File: config.mk
export PLATFORM = sky130hd
export DESIGN_NAME = seven_segment_renderer
export DESIGN_NICKNAME = d
export VERILOG_FILES = /design/src/rtl/seven_segment_renderer_pkg.sv /design/src/rtl/seven_segment_renderer_decode.sv /design/src/rtl/seven_segment_renderer.sv
export SDC_FILE = /design/constraint.sdc
export NUM_CORES = 1
export LEC_CHECK = 0
export ABC_AREA = 1
export BUFFER_PORTS_ARGS = -buffer_cell sky130_fd_sc_hd__buf_4
export CORE_ASPECT_RATIO = 0.5
export CORE_UTILIZATION = 44
export CTS_BUF_LIST = sky130_fd_sc_hd__clkbuf_8
export CTS_CLUSTER_SIZE = 14
export DETAILED_ROUTE_END_ITERATION = 8
export PLACE_DENSITY_LB_ADDON = 0.12
export SYNTH_ARGS = -nofsm -noshare
export SYNTH_HDL_FRONTEND = slang
export SYNTH_SLANG_ARGS = --single-unit
File: constraint.sdc
create_clock -name clk -period 2.72 [get_ports clk]
set_clock_uncertainty 0.05 [all_clocks]
set_input_delay 0.544 -clock clk [delete_from_list [all_inputs] [get_ports clk]]
set_output_delay 0.544 -clock clk [all_outputs]
set_load 0.005 [all_outputs]
File: src/rtl/seven_segment_renderer_pkg.sv
// ---------------------------------------------------------------------------
// seg7_pkg
// Shared definitions for the seven-segment pixel renderer:
//   - SEG_A..SEG_G : bit positions of each segment in a 7-bit mask, with the
//                    vector laid out as {g,f,e,d,c,b,a}.
//   - MASK_x       : lit-segment mask for every nibble value 0..F.
//   - seg7_mask()  : nibble + hex_mode -> 7-bit mask. Values 10..15 render
//                    as A,b,C,d,E,F only when hex_mode is set, and are
//                    blank otherwise.
// ---------------------------------------------------------------------------
package seg7_pkg;

  localparam int SEG_A = 0;
  localparam int SEG_B = 1;
  localparam int SEG_C = 2;
  localparam int SEG_D = 3;
  localparam int SEG_E = 4;
  localparam int SEG_F = 5;
  localparam int SEG_G = 6;

  localparam logic [6:0] MASK_0 = 7'h3F;
  localparam logic [6:0] MASK_1 = 7'h06;
  localparam logic [6:0] MASK_2 = 7'h5B;
  localparam logic [6:0] MASK_3 = 7'h4F;
  localparam logic [6:0] MASK_4 = 7'h66;
  localparam logic [6:0] MASK_5 = 7'h6D;
  localparam logic [6:0] MASK_6 = 7'h7D;
  localparam logic [6:0] MASK_7 = 7'h07;
  localparam logic [6:0] MASK_8 = 7'h7F;
  localparam logic [6:0] MASK_9 = 7'h6F;
  localparam logic [6:0] MASK_A = 7'h77;
  localparam logic [6:0] MASK_B = 7'h7C;
  localparam logic [6:0] MASK_C = 7'h39;
  localparam logic [6:0] MASK_D = 7'h5E;
  localparam logic [6:0] MASK_E = 7'h79;
  localparam logic [6:0] MASK_F = 7'h71;

  function automatic logic [6:0] seg7_mask(input logic [3:0] nibble,
                                           input logic       hex_mode);
    logic [6:0] m;
    case (nibble)
      4'h0:    m = MASK_0;
      4'h1:    m = MASK_1;
      4'h2:    m = MASK_2;
      4'h3:    m = MASK_3;
      4'h4:    m = MASK_4;
      4'h5:    m = MASK_5;
      4'h6:    m = MASK_6;
      4'h7:    m = MASK_7;
      4'h8:    m = MASK_8;
      4'h9:    m = MASK_9;
      4'hA:    m = MASK_A;
      4'hB:    m = MASK_B;
      4'hC:    m = MASK_C;
      4'hD:    m = MASK_D;
      4'hE:    m = MASK_E;
      default: m = MASK_F;
    endcase
    // Decimal-only displays show nothing for out-of-range values.
    if ((nibble > 4'd9) && !hex_mode) begin
      m = 7'h00;
    end
    return m;
  endfunction

endpackage

File: src/rtl/seven_segment_renderer_decode.sv
// ---------------------------------------------------------------------------
// seg7_decode
// Purely combinational glyph decoder: one nibble in, 7-bit segment mask out.
// Ports:
//   nibble   in  4  digit value 0..F
//   hex_mode in  1  1: A..F glyphs for 10..15, 0: blank for 10..15
//   mask     out 7  lit segments, {g,f,e,d,c,b,a}
// ---------------------------------------------------------------------------
module seg7_decode
  import seg7_pkg::*;
(
  input  logic [3:0] nibble,
  input  logic       hex_mode,
  output logic [6:0] mask
);

  assign mask = seg7_mask(nibble, hex_mode);

endmodule

File: src/rtl/seven_segment_renderer.sv
// ---------------------------------------------------------------------------
// seven_segment_renderer
// Decides, per pixel, whether (sx,sy) falls on a lit segment of one of
// NUM_DIGITS seven-segment digits laid out in a row. Digit values are
// double-buffered so the displayed value only changes at frame boundaries.
// Supports per-digit blinking, leading-zero blanking and hex glyphs.
// Two-cycle registered pipeline; de is delayed alongside the pixel.
// Ports:
//   clk          in  1             pixel clock
//   rst_n        in  1             asynchronous active-low reset
//   sx, sy       in  COORD_W       current pixel coordinate
//   de           in  1             pixel is in the active area
//   frame_start  in  1             one-cycle pulse at first pixel of a frame
//   digits       in  4*NUM_DIGITS  nibble per digit, leftmost digit in MSBs
//   digits_load  in  1             capture digits into the pending register
//   blink_en     in  NUM_DIGITS    per-digit blink enable, MSB = leftmost
//   blank_lz     in  1             leading-zero blanking enable
//   hex_mode     in  1             show A..F for values 10..15
//   pixel_on     out 1             pixel lit (registered)
//   de_out       out 1             de delayed by 2 cycles
//   load_pending out 1             a loaded value is waiting for frame_start
// ---------------------------------------------------------------------------
module seven_segment_renderer
  import seg7_pkg::*;
#(
  parameter int NUM_DIGITS   = 4,
  parameter int COORD_W      = 10,
  parameter int ORIGIN_X     = 0,
  parameter int ORIGIN_Y     = 0,
  parameter int SEG_W        = 80,
  parameter int SEG_H        = 140,
  parameter int THICK        = 20,
  parameter int DIGIT_GAP    = 20,
  parameter int BLINK_FRAMES = 30
) (
  input  logic                    clk,
  input  logic                    rst_n,
  input  logic [COORD_W-1:0]      sx,
  input  logic [COORD_W-1:0]      sy,
  input  logic                    de,
  input  logic                    frame_start,
  input  logic [4*NUM_DIGITS-1:0] digits,
  input  logic                    digits_load,
  input  logic [NUM_DIGITS-1:0]   blink_en,
  input  logic                    blank_lz,
  input  logic                    hex_mode,
  output logic                    pixel_on,
  output logic                    de_out,
  output logic                    load_pending
);

  // One extra bit so that coordinates left of / above a box go negative.
  localparam int SW    = COORD_W + 1;
  localparam int PITCH = SEG_W + DIGIT_GAP;
  localparam int IDX_W = (NUM_DIGITS > 1) ? $clog2(NUM_DIGITS) : 1;
  localparam int CNT_W = (BLINK_FRAMES > 1) ? $clog2(BLINK_FRAMES) : 1;

  localparam logic [CNT_W-1:0] CNT_LAST = CNT_W'(BLINK_FRAMES - 1);

  localparam logic signed [SW-1:0] C_ZERO  = '0;
  localparam logic signed [SW-1:0] C_OY    = SW'(ORIGIN_Y);
  localparam logic signed [SW-1:0] C_SEG_W = SW'(SEG_W);
  localparam logic signed [SW-1:0] C_SEG_H = SW'(SEG_H);
  localparam logic signed [SW-1:0] C_THICK = SW'(THICK);
  localparam logic signed [SW-1:0] C_D_LO  = SW'(SEG_H - THICK);
  localparam logic signed [SW-1:0] C_R_LO  = SW'(SEG_W - THICK);
  // Middle band: lower bound starts the lower verticals and g,
  // upper bound ends the upper verticals and g.
  localparam logic signed [SW-1:0] C_G_LO  = SW'((SEG_H - THICK) / 2);
  localparam logic signed [SW-1:0] C_G_HI  = SW'((SEG_H + THICK) / 2);

  // -------------------------------------------------------------------------
  // Digit double-buffer
  // -------------------------------------------------------------------------
  logic [4*NUM_DIGITS-1:0] pending_q, pending_d;
  logic [4*NUM_DIGITS-1:0] active_q, active_d;
  logic                    load_pending_q, load_pending_d;

  always_comb begin
    pending_d      = pending_q;
    active_d       = active_q;
    load_pending_d = load_pending_q;
    if (digits_load && frame_start) begin
      // Already at a frame boundary: apply immediately, nothing left pending.
      pending_d      = digits;
      active_d       = digits;
      load_pending_d = 1'b0;
    end else if (digits_load) begin
      // Last load before the boundary wins.
      pending_d      = digits;
      load_pending_d = 1'b1;
    end else if (frame_start && load_pending_q) begin
      active_d       = pending_q;
      load_pending_d = 1'b0;
    end
  end

  always_ff @(posedge clk or negedge rst_n) begin
    if (!rst_n) begin
      pending_q      <= '0;
      active_q       <= '0;
      load_pending_q <= 1'b0;
    end else begin
      pending_q      <= pending_d;
      active_q       <= active_d;
      load_pending_q <= load_pending_d;
    end
  end

  // -------------------------------------------------------------------------
  // Blink timer: phase flips every BLINK_FRAMES frame starts.
  // -------------------------------------------------------------------------
  logic [CNT_W-1:0] blink_cnt_q, blink_cnt_d;
  logic             phase_hidden_q, phase_hidden_d;

  always_comb begin
    blink_cnt_d    = blink_cnt_q;
    phase_hidden_d = phase_hidden_q;
    if (frame_start) begin
      if (blink_cnt_q == CNT_LAST) begin
        blink_cnt_d    = '0;
        phase_hidden_d = !phase_hidden_q;
      end else begin
        blink_cnt_d = blink_cnt_q + CNT_W'(1);
      end
    end
  end

  always_ff @(posedge clk or negedge rst_n) begin
    if (!rst_n) begin
      blink_cnt_q    <= '0;
      phase_hidden_q <= 1'b0;
    end else begin
      blink_cnt_q    <= blink_cnt_d;
      phase_hidden_q <= phase_hidden_d;
    end
  end

  // -------------------------------------------------------------------------
  // Stage 1: geometry. Each digit box is range-checked in parallel; the boxes
  // are disjoint so at most one in_box bit is set.
  // -------------------------------------------------------------------------
  logic signed [SW-1:0] sx_s, sy_s, ly;
  logic signed [SW-1:0] lx [NUM_DIGITS];
  logic [NUM_DIGITS-1:0] in_box;
  logic                  row_hit;

  assign sx_s    = $signed({1'b0, sx});
  assign sy_s    = $signed({1'b0, sy});
  assign ly      = sy_s - C_OY;
  assign row_hit = (ly >= C_ZERO) && (ly < C_SEG_H);

  for (genvar gi = 0; gi < NUM_DIGITS; gi++) begin : g_box
    localparam logic signed [SW-1:0] X_OFF = SW'(ORIGIN_X + gi * PITCH);
    assign lx[gi]     = sx_s - X_OFF;
    assign in_box[gi] = (lx[gi] >= C_ZERO) && (lx[gi] < C_SEG_W);
  end

  logic [IDX_W-1:0]     hit_idx_d;
  logic signed [SW-1:0] lx_sel;
  logic                 hit_valid_d;
  logic [6:0]           seg_hit_d;
  logic                 upper_half, lower_half, left_col, right_col;

  always_comb begin
    hit_idx_d = '0;
    lx_sel    = '0;
    for (int i = 0; i < NUM_DIGITS; i++) begin
      if (in_box[i]) begin
        hit_idx_d = IDX_W'(i);
        lx_sel    = lx[i];
      end
    end
  end

  assign hit_valid_d = row_hit && (|in_box);
  assign upper_half  = ly < C_G_HI;
  assign lower_half  = ly >= C_G_LO;
  assign left_col    = lx_sel < C_THICK;
  assign right_col   = lx_sel >= C_R_LO;

  always_comb begin
    seg_hit_d        = '0;
    seg_hit_d[SEG_A] = ly < C_THICK;
    seg_hit_d[SEG_B] = right_col && upper_half;
    seg_hit_d[SEG_C] = right_col && lower_half;
    seg_hit_d[SEG_D] = ly >= C_D_LO;
    seg_hit_d[SEG_E] = left_col && lower_half;
    seg_hit_d[SEG_F] = left_col && upper_half;
    seg_hit_d[SEG_G] = lower_half && upper_half;
  end

  logic [IDX_W-1:0] s1_idx_q;
  logic             s1_valid_q;
  logic [6:0]       s1_seg_q;
  logic             s1_de_q;

  always_ff @(posedge clk or negedge rst_n) begin
    if (!rst_n) begin
      s1_idx_q   <= '0;
      s1_valid_q <= 1'b0;
      s1_seg_q   <= '0;
      s1_de_q    <= 1'b0;
    end else begin
      s1_idx_q   <= hit_idx_d;
      s1_valid_q <= hit_valid_d;
      s1_seg_q   <= seg_hit_d;
      s1_de_q    <= de;
    end
  end

  // -------------------------------------------------------------------------
  // Stage 2: glyph lookup and qualifiers on the live active value and
  // live blink/blank/hex controls.
  // -------------------------------------------------------------------------
  logic [3:0]            nib [NUM_DIGITS];
  logic [NUM_DIGITS-1:0] zero_prefix;
  logic [NUM_DIGITS-1:0] suppressed;

  for (genvar gi = 0; gi < NUM_DIGITS; gi++) begin : g_digit
    // Digit 0 is the leftmost and lives in the MSBs.
    assign nib[gi] = active_q[4*(NUM_DIGITS-1-gi) +: 4];
  end

  // zero_prefix[i]: digits 0..i are all zero.
  always_comb begin
    logic run;
    run         = 1'b1;
    zero_prefix = '0;
    for (int i = 0; i < NUM_DIGITS; i++) begin
      run            = run && (nib[i] == 4'd0);
      zero_prefix[i] = run;
    end
  end

  for (genvar gi = 0; gi < NUM_DIGITS; gi++) begin : g_supp
    logic blanked;
    if (gi == NUM_DIGITS - 1) begin : g_last
      // The rightmost digit always shows, so zero reads as "0".
      assign blanked = 1'b0;
    end else begin : g_lead
      assign blanked = blank_lz && zero_prefix[gi];
    end
    assign suppressed[gi] = blanked ||
                            (blink_en[NUM_DIGITS-1-gi] && phase_hidden_q);
  end

  logic [3:0] sel_nibble;
  logic       sel_suppress;
  logic [6:0] sel_mask;

  always_comb begin
    sel_nibble   = '0;
    sel_suppress = 1'b0;
    for (int i = 0; i < NUM_DIGITS; i++) begin
      if (s1_idx_q == IDX_W'(i)) begin
        sel_nibble   = nib[i];
        sel_suppress = suppressed[i];
      end
    end
  end

  seg7_decode u_decode (
    .nibble   (sel_nibble),
    .hex_mode (hex_mode),
    .mask     (sel_mask)
  );

  logic pixel_on_q, pixel_on_d;
  logic de_out_q, de_out_d;

  assign pixel_on_d = s1_de_q && s1_valid_q && (|(s1_seg_q & sel_mask)) &&
                      !sel_suppress;
  assign de_out_d   = s1_de_q;

  always_ff @(posedge clk or negedge rst_n) begin
    if (!rst_n) begin
      pixel_on_q <= 1'b0;
      de_out_q   <= 1'b0;
    end else begin
      pixel_on_q <= pixel_on_d;
      de_out_q   <= de_out_d;
    end
  end

  assign pixel_on     = pixel_on_q;
  assign de_out       = de_out_q;
  assign load_pending = load_pending_q;

endmodule

# Word level (Yosys, flattened, before mapping)

Memory sizes are Yosys's and may differ from the RTL's.
Index checks and enable logic that the tools add are counted.

Add/subtract/negate cells: 4
Order comparisons: 17
Equality and inequality tests: 5
Multiplexer cells: 25
Bitwise gates (word level): 1
Reductions and logical operators: 43

Operator list:

| kind                  | count |
|---|---|
| $mux 16               | 5 |
| $ge 11x1->1 const B   | 3 |
| $lt 11x8->1 const B   | 3 |
| $mux 11               | 3 |
| $logic_and 1x1->1     | 26 |
| $ge 10x1->1 const B   | 2 |
| $lt 10x7->1 const B   | 2 |
| $mux 4                | 4 |
| $logic_not 4->1       | 3 |
| $ge 11x7->1 const B   | 1 |
| $lt 11x6->1 const B   | 1 |
| $sub 10x7->11 const B | 1 |
| $sub 10x8->11 const B | 1 |
| $sub 10x9->11 const B | 1 |
| $ge 10x6->1 const B   | 1 |
| $ge 10x7->1 const B   | 1 |
| $lt 10x5->1 const B   | 1 |
| $lt 10x8->1 const B   | 1 |
| $mux 10               | 1 |
| $mux 1                | 8 |
| $and 7x7->7           | 1 |
| $mux 7                | 1 |
| $reduce_or 7->1       | 1 |
| $add 5x1->5 const B   | 1 |
| 14 further kinds      | 22 |

Bits in registers: 52
Memory bits (read-only): 112
Bits of input ports: 47
Output and inout port bits: 3
Memories: 1

Memory list:

| memory           | depth | width | read ports | clocked after memory_dff | wr ports | RTL line                         | source |
|---|---|---|---|---|---|---|---|
| (name not given) | 16    | 7     | 1          | 0                        | 0        | seven_segment_renderer_pkg.sv:41 | `case (nibble)` |

# Depth between registers and ports, before layout

Gate-level depths: netlist of run 1.

Depth after elaboration: 12
Mapped depth: 19

# Hierarchy

A second synthesis of run 1 with hierarchy kept.

Cell total of the unflattened synthesis: 456
Area total of the unflattened synthesis: 3229.3 µm²

By module, submodules not included:

| module                 | instances | cells an instance | area an instance (µm²) |
|---|---|---|---|
| seven_segment_renderer | 1         | 394               | 2887.8 |
| seg7_decode            | 1         | 62                | 341.6 |

# Least setup slack after synthesis of run 1

OpenSTA, ideal clock, no wires.

Path kind: input port to flip-flop
From: input port sx[4]
To: register s1_seg_q[5]
Arrival: 1953 ps
Data required time: 2597 ps
Slack: 645 ps
Cell stages on the path: 17
Path buffers: 1
Cells stage by stage: buf_6 inv_4 ha_1 nand2_2 nand2_1 nand2_1 nand2_1 inv_2 nor2_8 nand3_4 nand2_4 nand2_2 a21oi_2 inv_1 nor2_1 nand2_1 nor2_1

Cells in the longest elaborated chain, start to end: 8
Elaborated cells on any way between the ends: 21

Ends and longest elaborated chain:

| element                                             | RTL line                                                     | source |
|---|---|---|
| start, declared                                     | seven_segment_renderer.sv:38                                 | `input logic [COORD_W-1:0] sx,` |
| $sub 10x7->11, or another cell as far along         | seven_segment_renderer.sv:155                                | `assign lx[gi] = sx_s - X_OFF;` |
| $ge 11x1->1, or another cell as far along           | seven_segment_renderer.sv:156                                | `assign in_box[gi] = (lx[gi] >= C_ZERO) && (lx[gi] < C_SEG_W);` |
| $logic_and 1x1->1 / $mux 10 (equally long branches) | seven_segment_renderer.sv:156, seven_segment_renderer.sv:169 |  |
| $mux 11 (2 in series)                               | seven_segment_renderer.sv:169                                | `if (in_box[i]) begin` |
| $mux 11 *                                           | seven_segment_renderer.sv:169                                |  |
| $lt 11x6->1 *                                       | seven_segment_renderer.sv:179                                | `assign left_col = lx_sel < C_THICK;` |
| $logic_and 1x1->1 *                                 | seven_segment_renderer.sv:189                                | `seg_hit_d[SEG_F] = left_col && upper_half;` |
| via seg_hit_d[5]                                    | seven_segment_renderer.sv:162                                | `logic [6:0] seg_hit_d;` |
| end signal, assigned                                | seven_segment_renderer.sv:207                                | `s1_seg_q <= seg_hit_d;` |
| end, declared                                       | seven_segment_renderer.sv:195                                | `logic [6:0] s1_seg_q;` |

The timed path passes the listed nets; every way through them passes the cells marked *.
A chain may end at the register's enable or synchronous reset.

# Final worst setup path of run 1

From: register s1_idx_q[1]
To: register pixel_on_q, in the netlist pixel_on

Cells in the longest elaborated chain, start to end: 12
Elaborated cells on any way between the ends: 21

Ends and longest elaborated chain:

| element                | RTL line                         | source |
|---|---|---|
| start, declared        | seven_segment_renderer.sv:193    | `logic [IDX_W-1:0] s1_idx_q;` |
| start signal, assigned | seven_segment_renderer.sv:205    | `s1_idx_q <= hit_idx_d;` |
| $logic_not 2->1        | seven_segment_renderer.sv:256    | `if (s1_idx_q == IDX_W'(i)) begin` |
| $mux 4 (4 in series)   | seven_segment_renderer.sv:256    |  |
| $gt 4x4->1             | seven_segment_renderer_pkg.sv:60 | `if ((nibble > 4'd9) && !hex_mode) begin` |
| $logic_and 1x1->1      | seven_segment_renderer_pkg.sv:60 |  |
| $mux 7                 | seven_segment_renderer_pkg.sv:60 |  |
| $and 7x7->7            | seven_segment_renderer.sv:272    | `assign pixel_on_d = s1_de_q && s1_valid_q && (\|(s1_seg_q & sel_mask)) &&` |
| $reduce_or 7->1        | seven_segment_renderer.sv:272    |  |
| $logic_and 1x1->1      | seven_segment_renderer.sv:272    |  |
| $logic_and 1x1->1 *    | seven_segment_renderer.sv:272    |  |
| via pixel_on_d         | seven_segment_renderer.sv:269    | `logic pixel_on_q, pixel_on_d;` |
| end signal, assigned   | seven_segment_renderer.sv:281    | `pixel_on_q <= pixel_on_d;` |
| end, declared          | seven_segment_renderer.sv:269    |  |

Marked as above.

==> results.md, run 1 <==
- TritonCTS clock tree: done
- Final setup TNS: 0 ns
- Port bufs: 45
- Synth top area cells: dfrtp_1 40%, nand2_1 17%, nor2_1 4.9%
- Most frequent cells after synthesis: 149 x nand2_1, 52 x dfrtp_1, 42 x nor2_1
- Reg-to-reg slack, setup: 0.41 ns
- Mapped Nets: 502
- Largest net degree at the start of global routing: 53
- WL final: 6.54 mm
- Worst Reg-to-Reg Cells: 14
- Post-CTS Setup Inserts: 0
- First-pass GRT wire length: 11.4 mm
- Share of power burned in combinational logic: 30.8%
- Worst slack, placed: 0.333 ns
- CP peak stage delay: 0.42 ns
- Critical Path RT: 2.86 ns
- EDFF count, synth: 0
- Seq/Total Area, Yosys: 40.2%
- Yosys reg bits: 52
- Avg Cell Area, Syn: 7.30 sq um
- Switch share: 34.1%
- Die height: 62.6 um
- Critical register-to-register path startpoint: s1_idx_q[1]
- Yosys top cell by area: dfrtp_1
- Max Freq: 0.433 GHz
- CP Class: reg -> reg
- Global route total overflow: 0
- CTS buffer count: 5
- Max-cap viol count: 0
- Worst relative slew slack: 58.6%
- Most frequent cell after synthesis: nand2_1
- Crit-path cells: nor2_1, inv_1, o22ai_1, nor2_1, o21ai_0, inv_1, ha_1, nand2_1, nand2_1, o211ai_1, nand2_1, nand3_1, nor2_1, nor2_1
- P_sw: 684 uW
- Final Instance Area: 3730 sq um
- Synthesized cell area: 3230 sq um
- Tcrit/Tclk final: 84.9%
- Vias: 2775
- Boundary pin count: 50
- Clock period minus final worst setup slack: 2.31 ns
- Buf+Inv Stages, Crit Path: 2
- Routed length per instance: 11.3 um
- Share of layout cells above drive strength 1: 18.6%
- Critical path arrival: 2.45 ns
- Hold crit path type: in -> async
- Post_cts resized: 0
- Reg-to-reg endpoint: pixel_on
- Critical path's slowest cell: dfrtp_1
- DRT antenna net count: 0
- Number of diodes: 0
- Crit path max-delay family: simple AND/OR/NAND/NOR gates
- Die ar.: 7720 sq um
- Total global-route track usage: 18.5%
- Dpl hpwl: 5.16 mm
- Most common cell on crit path: nor2_1
- Worst setup EP type: flop
- Post-Synthesis Cells: 443
- # clock sinks: 52
- Core area: 6880 sq um
- CTS root buf: clkbuf_8
- Final hold violations: 0
- Internal power: 1320 uW
- Vias in the first global route: 2584
- CP max FO: 5
- Post-route DRC: 0
- Num rows: 21
- Fill cell count: 694
- Clock Latency Late Sink: 0.30 ns
- Initial antenna violation count: 0
- Layout area overhead: 15.2%
- RD Place Congestion: 0.907
- P_leak: 0.00196 uW
- Area share of the largest cell type after synthesis: 40.2%
- Clock-pin slew on the worst setup and hold paths: 0.09 ns
- Depth of the CTS H-tree: 2
- Clock Power Share: 21.6%
- RSZ-0062 raised after global routing: false
- CP Launch Type: flop
- CTS hold repair buffers: 0
- Placed cell areas: 3640 sq um
- First-pass iteration count of the detailed router: 4
- Synth warn: 0
- Max Slew Vio Count: 0
- Fin worst setup slack: 0.410 ns
- Ys flop type: dfrtp_1
- Initial cell density of the core: 47.0%
- Pwr Total: 2010 uW
- Worst-margin pin slew: 0.621 ns
- Synth cell types: 37
- Seq pwr share: 47.6%
- CTS max path bufs: 2
- Nets: 546
- Asr flop ratio synth: 100%
- Peak VDD IR: 197 uV
- Die width: 123 um
- Status: completed
- Routed vias/inst: 4.78
- PD cells: 539 nW/um^2
- Post-layout util: 54.1%
- Iteration-0 DRC Markers: 116
- Final setup vio count: 0
registers in the layout, summed over array words and instances (netlist names):
name            count
blink_cnt_q         5
s1_idx_q            2
s1_valid_q          1
s1_seg_q            7
pending_q          16
pixel_on            1
de_out              1
de_out_d            1
phase_hidden_q      1
active_q           16
load_pending        1
layout make-up:
class / instances / area (sq um) / share of cell area [%]
multi-input cells: 328 / 1660 / 44.6
clock inverters: 2 / 7.51 / 0.201
well taps: 92 / 115 / 3.09
repair buffers: 47 / 353 / 9.47
flip-flops and latches: 52 / 1300 / 34.9
clock buffers: 6 / 82.6 / 2.22
inverters: 53 / 204 / 5.47
worst reg2reg max path, stage by stage, from the launching register on:
cell	delay, ns
dfrtp_1	0.42
nor2_1	0.20
inv_1	0.11
o22ai_1	0.13
nor2_1	0.05
o21ai_0	0.20
inv_1	0.17
ha_1	0.30
nand2_1	0.07
nand2_1	0.08
o211ai_1	0.09
nand2_1	0.08
nand3_1	0.07
nor2_1	0.13
nor2_1	0.05
cells by family after synthesis:
| family | after synthesis | synth area share (%) |
|---|---|---|
| DFF | 52 | 40.2 |
| and+or+nand+nor | 253 | 34.5 |
| AOI/OAI and AO/OA | 56 | 10.4 |
| buffers and inverters | 63 | 8.32 |
| xor gates and xnor gates | 7 | 1.90 |
| adders and majority gates | 12 | 4.64 |
worst max-delay path by stage:
| stage | from | end | depth (start not counted) |
|---|---|---|---|
| floorplan | sx[4] | s1_seg_q[5] | 17 |
| global placement | sx[3] | s1_seg_q[5] | 19 |
| detailed placement | sx[3] | s1_seg_q[5] | 19 |
| CTS | s1_idx_q[1] | pixel_on | 14 |
| global route | s1_idx_q[1] | pixel_on | 14 |
| finish | s1_idx_q[1] | pixel_on | 14 |
per-layer routing:
metal  global-route usage (%)  share of wire [%]
met1                     25.0                 52
met2                     30.8                 45
met3                     3.19                2.5
met4                     4.67                1.1
met5                        0                  0
metrics by stage:
step	cells	hold slack, ns
floorplan	443	0.198
CTS	580	0.225
global route	580	0.240
detailed placement	572	0.352
finish	580	0.212
global placement	572	0.348
power groups by stage:
stage                     logic, uW  clock network (uW)  registers [uW]
after floorplan                 461                   0             952
after global placement          617                   0             969
after detailed placement        621                   0             970
after CTS                       624                 448             955
after global routing            716                 486             966
final                           619                 434             955
placed cells by master, fill, tap and decap left out, drive strengths merged:
cell / instances
xor2: 5
xnor2: 2
o22ai: 3
o21a: 1
o2111ai: 1
a22o: 1
nor2: 46
clkbuf: 6
o211ai: 7
o21ai: 17
inv: 54
nand2: 167
clkinv: 1
a31oi: 7
a21oi: 18
nor3: 6
ha: 12
a41oi: 1
dfrtp: 52
and2: 1
nand3: 29
buf: 47
nand4: 4
(Power assumes the default switching activity.)
==> inputs of run 2 (changes only) <==
clock period = 2.4 ns   (was 2.72 ns; I/O delays follow)
==> run 2 against run 1 <==
First-iteration DRC count grew 22%; highest routed layer unchanged; clock power grew 33%; combinational power grew 18%; routed wire length grew 5.3%; largest cell class unchanged; utilization grew 0.64 points; clock-buffer cell count shrank 1.
==> results.md, run 2 (synthesis gave the netlist of run 1 again) <==
- Status: completed
- CTS max path bufs: 2 (unchanged)
- Nets: 549 (+0.55%)
- Critical path arrival: 2.29 ns (-0.16 ns)
- Boundary pin count: 50 (unchanged)
- Global route total overflow: 0 (unchanged)
- Clock-pin slew on the worst setup and hold paths: 0.09 ns (about the same)
- Port bufs: 45 (unchanged)
- Max-cap viol count: 0 (unchanged)
- CP max FO: 5 (unchanged)
- Final setup vio count: 0 (unchanged)
- CP Class: reg -> reg
- DRT antenna net count: 0 (unchanged)
- Die ar.: 7720 sq um (unchanged)
- Tcrit/Tclk final: 89.9% (+5.0 points)
- Core area: 6880 sq um (unchanged)
- Final setup TNS: 0 ns (unchanged)
- PD cells: 634 nW/um^2 (+18%)
- Share of power burned in combinational logic: 30.6% (-0.2 points)
- Most common cell after layout, fill and taps aside: nand2_1
- P_sw: 795 uW (+16%)
- Num rows: 21 (unchanged)
- Pwr Total: 2390 uW (+19%)
- RSZ-0062 raised after global routing: false
- Worst relative slew slack: 58.6% (about the same)
- First-pass GRT wire length: 12.0 mm (+5.0%)
- WL final: 6.89 mm (+5.3%)
- First-pass iteration count of the detailed router: 5 (+1)
- Hold crit path type: in -> async
- Max Freq: 0.463 GHz (+7.1%)
- # clock sinks: 52 (unchanged)
- Peak VDD IR: 279 uV (+42%)
- Clock period minus final worst setup slack: 2.16 ns (-0.153 ns)
- Routed vias/inst: 4.86 (+1.5%)
- Worst setup EP type: flop
- Switch share: 33.3% (-0.80 points)
- Max Slew Vio Count: 0 (unchanged)
- Largest net degree at the start of global routing: 53 (unchanged)
- Post-route DRC: 0 (unchanged)
- Initial antenna violation count: 0 (unchanged)
- Post-CTS Setup Inserts: 0 (unchanged)
- CP Launch Type: flop
- Number of diodes: 0 (unchanged)
- CTS hold repair buffers: 0 (unchanged)
- Critical Path RT: 2.53 ns (-0.33 ns)
- Final cell count without fillers: 583 (+0.52%)
- Vias in the first global route: 2709 (+4.8%)
- Final hold violations: 0 (unchanged)
- Footprint of the multi-input gates: 1670 sq um (+0.23%)
- P_leak: 0.00199 uW (+1.1%)
- Biggest regs: active_q (16), pending_q (16), s1_seg_q (7)
- Internal power: 1590 uW (+21%)
- Fill cell count: 685 (-1.3%)
- TritonCTS clock tree: done
- Vias: 2832 (+2.1%)
- CTS buffer count: 5 (unchanged)
- Clock Power Share: 24.2% (+2.6 points)
- Die width: 123 um (unchanged)
- Clock Latency Late Sink: 0.29 ns (about the same)
- FF+latch area: 1300 sq um (unchanged)
- Most frequent cells in the layout: 149 x nand2_1, 52 x dfrtp_1, 50 x buf_4, 42 x inv_1, 42 x nor2_1
- Worst-margin pin slew: 0.621 ns (-0.0000218 ns)
- Initial cell density of the core: 47.0% (unchanged)
- Total global-route track usage: 19.3% (+0.82 points)
- Depth of the CTS H-tree: 2 (unchanged)
- CTS root buf: clkbuf_8
- Seq pwr share: 45.3% (-2.3 points)
- Worst Reg-to-Reg Cells: 15 (+1)
- Die height: 62.6 um (unchanged)
- Final hold slack: 0.139 ns (-0.0727 ns)
- RD Place Congestion: 0.869 (-4.3%)
- Iteration-0 DRC Markers: 141 (+22%)
- Cell count after placement: 575 (+0.52%)
- Layout area overhead: 16.6%
- Routed length per instance: 11.8 um (+4.8%)
- Share of layout cells above drive strength 1: 19.6% (+0.90 points)
- Dpl hpwl: 5.25 mm (+1.7%)
[run 2: cell count changes in the layout (fill, tap and decap cells not counted)]
cell / before / now
buf_4: 47 / 50
o21ai_2: 2 / 3
bufinv_16: 0 / 1
inv_1: 43 / 42
clkbuf_8: 6 / 5
clkinv_2: 0 / 1
o21ai_0: 10 / 9
[run 2: power by group through the flow]
stage                     clock (uW)  combinational, uW  sequential, uW
after floorplan                    0                523            1080
after global placement             0                717            1100
after detailed placement           0                722            1100
after CTS                        589                728            1080
after global routing             632                838            1100
final                            578                730            1080
[run 2: layout make-up]
| cell class | instances | area share [%] |
|---|---|---|
| Multi-Input combinational cell | 328 | 44.2 |
| Sequential cell | 52 | 34.5 |
| Timing Repair Buffer | 50 | 9.95 |
| Inverter | 53 | 5.41 |
| Tap cell | 92 | 3.05 |
| Clock buffer | 5 | 1.82 |
| Clock inverter | 3 | 1.03 |
[run 2: path summary, 6_finish.rpt]
path | start | endpoint | slack [ns]
min reg2reg | de_out_d | de_out | 0.35
max in group asynchronous | rst_n | pending_q[3] | 1.74
min in group clk | de | de_out_d | 0.24
max | s1_idx_q[1] | pixel_on | 0.24
max reg2reg | s1_idx_q[1] | pixel_on | 0.24
min | rst_n | de_out_d | 0.14
[run 2: metal layers]
layer	wire length, um	track usage, %
met4	108	5.57
met2	3090	31.3
met5	0	0
met1	3470	26.7
met3	214	3.01
[run 2: critical path, stage by stage (launching register included)]
cell	delay, ns
dfrtp_1	0.42
nor2_1	0.24
inv_1	0.09
o22ai_1	0.12
nor2_1	0.07
o21ai_2	0.11
inv_1	0.12
ha_1	0.20
inv_1	0.06
o21ai_1	0.09
nor2_1	0.10
nor2_1	0.04
a21oi_1	0.12
nand2_1	0.08
nor2_1	0.09
nor2_1	0.05
[run 2: what timing repair did]
item                       in CTS  in global routing
setup endpoints to repair       0                  1
resized for setup               0                  2
hold endpoints to repair        0                  0
[run 2: per-stage QoR]
stage	instance area [sq um]	util (%)	worst slack (ns)
after floorplan	3230	-	0.389
after global placement	3660	53.2	0.0884
after detailed placement	3660	53.2	0.0459
after CTS	3770	54.7	0.114
after global routing	3770	54.8	0.0356
final	3770	54.8	0.242
